File: config.mk
export PLATFORM = sky130hd
export DESIGN_NAME = upc_tag_tx
export DESIGN_NICKNAME = d
export VERILOG_FILES = /design/src/rtl/upc_tx_pkg.sv /design/src/rtl/upc_bit_timer.sv /design/src/rtl/upc_tag_tx.sv
export SDC_FILE = /design/constraint.sdc
export NUM_CORES = 1
export LEC_CHECK = 0
export BUFFER_PORTS_ARGS = -buffer_cell sky130_fd_sc_hd__buf_4
export CORE_UTILIZATION = 29
export CTS_CLUSTER_SIZE = 30
export DETAILED_ROUTE_END_ITERATION = 8
export MAX_ROUTING_LAYER = met4
export SYNTH_ARGS = -nofsm -noshare
export SYNTH_HDL_FRONTEND = slang
export SYNTH_SLANG_ARGS = --single-unit
File: constraint.sdc
create_clock -name clk -period 1.3 [get_ports clk]
set_input_delay 0.26 -clock clk [delete_from_list [all_inputs] [get_ports clk]]
set_output_delay 0.26 -clock clk [all_outputs]
set_load 0.01 [all_outputs]
File: src/rtl/upc_tx_pkg.sv
// Shared types and constants for the UPC tag serial transmitter.
// UPC_TX_PARITY_EN selects the 7-bit frame with an even-parity bit; default is 6 bits.
package upc_tx_pkg;

  localparam int DATA_BITS = 4;

`ifdef UPC_TX_PARITY_EN
  localparam int FRAME_BITS = DATA_BITS + 3;
`else
  localparam int FRAME_BITS = DATA_BITS + 2;
`endif

  localparam logic LINE_IDLE = 1'b1;
  localparam logic START_LVL = 1'b0;

  typedef enum logic [2:0] {
    ST_IDLE   = 3'd0,
    ST_START  = 3'd1,
    ST_DATA   = 3'd2,
    ST_PARITY = 3'd3,
    ST_STOP   = 3'd4
  } tx_state_t;

endpackage

File: src/rtl/upc_bit_timer.sv
// Bit-period timer: bit_end pulses on the last clock of every CLKS_PER_BIT window.
// 'clear' parks the counter at zero so a new frame starts on a fresh period.
module upc_bit_timer #(
  parameter int CLKS_PER_BIT = 4
) (
  input  logic clk,
  input  logic reset,
  input  logic clear,
  output logic bit_end
);

  localparam int CNT_W = (CLKS_PER_BIT > 1) ? $clog2(CLKS_PER_BIT) : 1;
  localparam logic [CNT_W-1:0] LAST = CNT_W'(CLKS_PER_BIT - 1);

  logic [CNT_W-1:0] cnt_q, cnt_d;

  assign bit_end = (cnt_q == LAST);

  always_comb begin
    cnt_d = cnt_q + 1'b1;
    if (clear || bit_end) cnt_d = '0;
  end

  // NOTE: sequential state is only ever updated with non-blocking assignments.
  always_ff @(posedge clk) begin
    if (reset) cnt_q <= '0;
    else       cnt_q <= cnt_d;
  end

endmodule

File: src/rtl/upc_tag_tx.sv
// Framed one-wire transmitter for {upc, mark}: start bit, U P C mark (MSB first),
// optional even parity when UPC_TX_PARITY_EN is defined, then a stop bit.
module upc_tag_tx
  import upc_tx_pkg::*;
#(
  parameter int CLKS_PER_BIT = 4
) (
  input  logic       clk,
  input  logic       reset,
  input  logic [2:0] upc,
  input  logic       mark,
  input  logic       start,
  output logic       ready,
  output logic       busy,
  output logic       tx,
  output logic       done
);

  tx_state_t   state_q, state_d;
  logic [3:0]  sr_q, sr_d;
  logic [1:0]  idx_q, idx_d;
  logic        done_q, done_d;
  logic        bit_end;

  upc_bit_timer #(.CLKS_PER_BIT(CLKS_PER_BIT)) u_timer (
    .clk     (clk),
    .reset   (reset),
    .clear   (state_q == ST_IDLE),
    .bit_end (bit_end)
  );

  // NOTE: every output of this block gets a default first, so no latch is inferred.
  always_comb begin
    state_d = state_q;
    sr_d    = sr_q;
    idx_d   = idx_q;
    done_d  = 1'b0;
    case (state_q)
      ST_IDLE: begin
        if (start) begin
          sr_d    = {upc, mark};
          idx_d   = 2'd0;
          state_d = ST_START;
        end
      end
      ST_START: if (bit_end) state_d = ST_DATA;
      ST_DATA: begin
        if (bit_end) begin
          // Rotate rather than shift: after four bits the original word is back in place.
          sr_d  = {sr_q[2:0], sr_q[3]};
          idx_d = idx_q + 2'd1;
          if (idx_q == 2'd3) begin
`ifdef UPC_TX_PARITY_EN
            state_d = ST_PARITY;
`else
            state_d = ST_STOP;
`endif
          end
        end
      end
`ifdef UPC_TX_PARITY_EN
      ST_PARITY: if (bit_end) state_d = ST_STOP;
`endif
      ST_STOP: begin
        if (bit_end) begin
          state_d = ST_IDLE;
          done_d  = 1'b1;
        end
      end
      default: state_d = ST_IDLE;
    endcase
  end

  always_ff @(posedge clk) begin
    if (reset) begin
      state_q <= ST_IDLE;
      sr_q    <= '0;
      idx_q   <= '0;
      done_q  <= 1'b0;
    end else begin
      state_q <= state_d;
      sr_q    <= sr_d;
      idx_q   <= idx_d;
      done_q  <= done_d;
    end
  end

  always_comb begin
    tx = LINE_IDLE;
    case (state_q)
      ST_START:  tx = START_LVL;
      ST_DATA:   tx = sr_q[3];
      ST_PARITY: tx = ^sr_q;
      default:   tx = LINE_IDLE;
    endcase
  end

  assign ready = (state_q == ST_IDLE);
  assign busy  = ~ready;
  assign done  = done_q;

endmodule
==> metrics.md <==
| Metric | Value |
|---|---|
| Clock share of power | `35.5%` |
| Row cnt | `17` |
| Mapped Nets | `78` |
| Core Area | `2190 sq um` |
| Final hold violations | `0` |
| Total CTS buffers | `3` |
| Most frequent cells in the layout | `buf_4 (19), dfxtp_1 (10), nand3b_1 (6), a211oi_1 (6), a21oi_1 (6)` |
| Yosys reg bits | `12` |
| Logic pwr share | `17.3%` |
| Average cell area after synthesis | `9.68 sq um` |
| Flop pwr share | `47.2%` |
| Starting Density | `30.5%` |
| Dpl hpwl | `986 um` |
| Seq/Total Area, Yosys | `36.0%` |
| Clk root buf | `clkbuf_4` |
| CP Launch Type | `flip-flop` |
| Placed Area | `810 sq um` |
| Final Slew Violations | `0` |
| Fillers | `224` |
| IO Port Bufs | `10` |
| Crit path capture type | `output port` |
| Worst slew pin tran | `0.243 ns` |
| Die area | `2500 sq um` |
| Most common cell after layout, fill and taps aside | `buf_4` |
| Synth unique cells | `27` |
| Clk Latency, worst-skew pair | `0.27 ns` |
| Iter 0 DRT Violations | `6` |
| Syn Std Cell Area | `668 sq um` |
| Area Overhead vs Synth | `30.7%` |
| Worst VDD drop | `0.000401 V` |
| CP max FO | `2` |
| Total track usage | `12.6%` |
| Failing checks | `negative setup slack` |
| RSZ-0062 raised after global routing | `yes` |
| Die Y | `50 um` |
| Ys flop type | `dfxtp_1` |
| Post-synth EDFFs | `0` |
| First-pass GRT wire length | `2.29 mm` |
| CP required | `1.04 ns` |
| Hold_ws | `0.256 ns` |
| Clk buf depth | `2` |
| # DRC | `0` |
| Post-route ant nets | `0` |
| Worst-path clk slew | `0.08 ns` |
| Layout Cells excl Fill | `116` |
| Placed cells | `111` |
| Final min period | `1.62 ns` |
| Initial antenna violation count | `0` |
| Share of Yosys cell area claimed by the top area cell type | `36.0%` |
| WS Path Type | `flip-flop to output port` |
| Largest net degree at the start of global routing | `13` |
| # diodes | `0` |
| Power per cell area | `951 nW/um^2` |
| Setup tns final | `-0.534 ns` |
| CP arrival | `1.36 ns` |
| Clock skew | `0.00616 ns` |
| Hold/Removal Path Class | `primary input to flip-flop` |
| Final Instance Area | `873 sq um` |
| Final Net Count | `98` |
| R2R cell count | `4` |
| WL/cell | `11.7 um` |
| Mean number of vias per cell | `4.94` |
| Via count | `573` |
| Final Util | `39.9%` |
| Leading area contributor after synthesis | `dfxtp_1` |
| Worst Hold Depth | `2` |
| Final wirelength | `1.36 mm` |
| Clock sinks | `12` |
| Switching share of power | `23.3%` |
| Area contributors post-synth | `dfxtp_1 (36%), a211oi_1 (6.7%), nand3b_1 (6.7%), mux2i_1 (6.0%), a21oi_1 (4.5%)` |
| Post-synth ARST share | `0%` |
| Vias in the first global route | `564` |
| Die X | `50 um` |
| Synthesized instance count | `69` |
| Final period utilization | `125%` |
| H-tree levels | `1` |
| Leak Pwr | `0.349 nW` |
| IO Pins | `11` |
| Int Power | `0.637 mW` |
| CTS tree | `yes` |
| Share of layout cells above drive strength 1 | `37.5%` |
| Max_slew headroom | `83.8%` |
| Final Worst Setup Slack | `-0.325 ns` |
| Gpl congestion | `0.745` |
| Max-cap violations | `0` |
| Outcome | `finished with violations` |
| Final setup vio count | `3` |
| Syn. warnings | `0` |
| Psw | `0.193 mW` |
| Fmax | `0.615 GHz` |
| DRT Pass-1 Iters | `4` |
| Overflow after GRT | `0` |
[metrics by stage]
stage                     setup slack [ns]  power, mW
after floorplan                    0.00225      0.477
after global placement             -0.0389      0.532
after detailed placement           -0.0509      0.533
after CTS                           -0.348      0.832
after global routing                -0.420      0.867
final                               -0.325      0.830
[cells in the mapped netlist, types with 2 or more instances]
master	count
o21ai_0	4
mux2i_1	4
nand4b_1	2
nor4_1	3
buf_2	2
nand3b_1	6
nand2_1	3
inv_1	3
ha_1	2
buf_6	2
dfxtp_1	12
a211oi_1	6
a21oi_1	6
[sequential cells by signal, summed over array words and instances, names as in the netlist]
signal / count
sr_q: 4
state_q: 3
idx_q: 2
u_timer.cnt_q: 2
done: 1
[worst max-delay path, cell delays in order (launching register included)]
cell and delay (ns):
dfxtp_2 0.33, xnor3_1 0.38, mux2i_1 0.13, o21bai_1 0.12, buf_4 0.13
[path summary, 6_finish.rpt]
kind	endpoint	slack (ns)	from
worst max-delay path	tx	-0.32	sr_q[0]
worst max register to register	sr_q[1]	0.11	u_timer.cnt_q[0]
worst min-delay path	sr_q[0]	0.26	reset
worst min register to register	u_timer.cnt_q[0]	0.43	u_timer.cnt_q[0]
[layout make-up]
type / instances / area, sq um / area share, %
inverter: 3 / 11.3 / 1.29
tap: 28 / 35.0 / 4.01
multi-input combinational: 48 / 380 / 43.6
timing repair buffer: 21 / 165 / 18.9
sequential: 12 / 245 / 28.1
clock buffer: 4 / 36.3 / 4.15
[metal layers]
metal	wire length (um)	vias to the layer above	track usage [%]
li1	-	292	-
met1	658	266	13.8
met2	640	13	20.7
met3	42	2	1.85
met4	19	0	8.57
met5	0	-	-
[power by group through the flow]
stage | registers (mW) | logic [mW] | clock network, mW
2_1_floorplan | 0.398 | 0.0791 | 0
3_3_place_gp | 0.401 | 0.131 | 0
3_5_place_dp | 0.402 | 0.131 | 0
4_1_cts | 0.393 | 0.132 | 0.307
5_1_grt | 0.394 | 0.156 | 0.318
6_report | 0.392 | 0.143 | 0.295
[repair_timing]
item                                   4_1_cts  5_1_grt
pin swaps                                    0        3
hold buffers                                 0        0
endpoints found under the hold margin        0        0
setup buffers                                0        1
setup endpoints to repair                    3        4
gates resized for setup                      1        7
[logic make-up after synthesis]
group           after synthesis  synth area share [%]
mux                           5                  8.24
xor+xnor                      1                  3.37
simple gates                 21                  22.7
buf+inv                       9                  8.24
compound gates               19                  17.8
flops                        12                  36.0
fa+ha+maj                     2                  3.74
No activity file was read; power rests on OpenSTA's default activity.
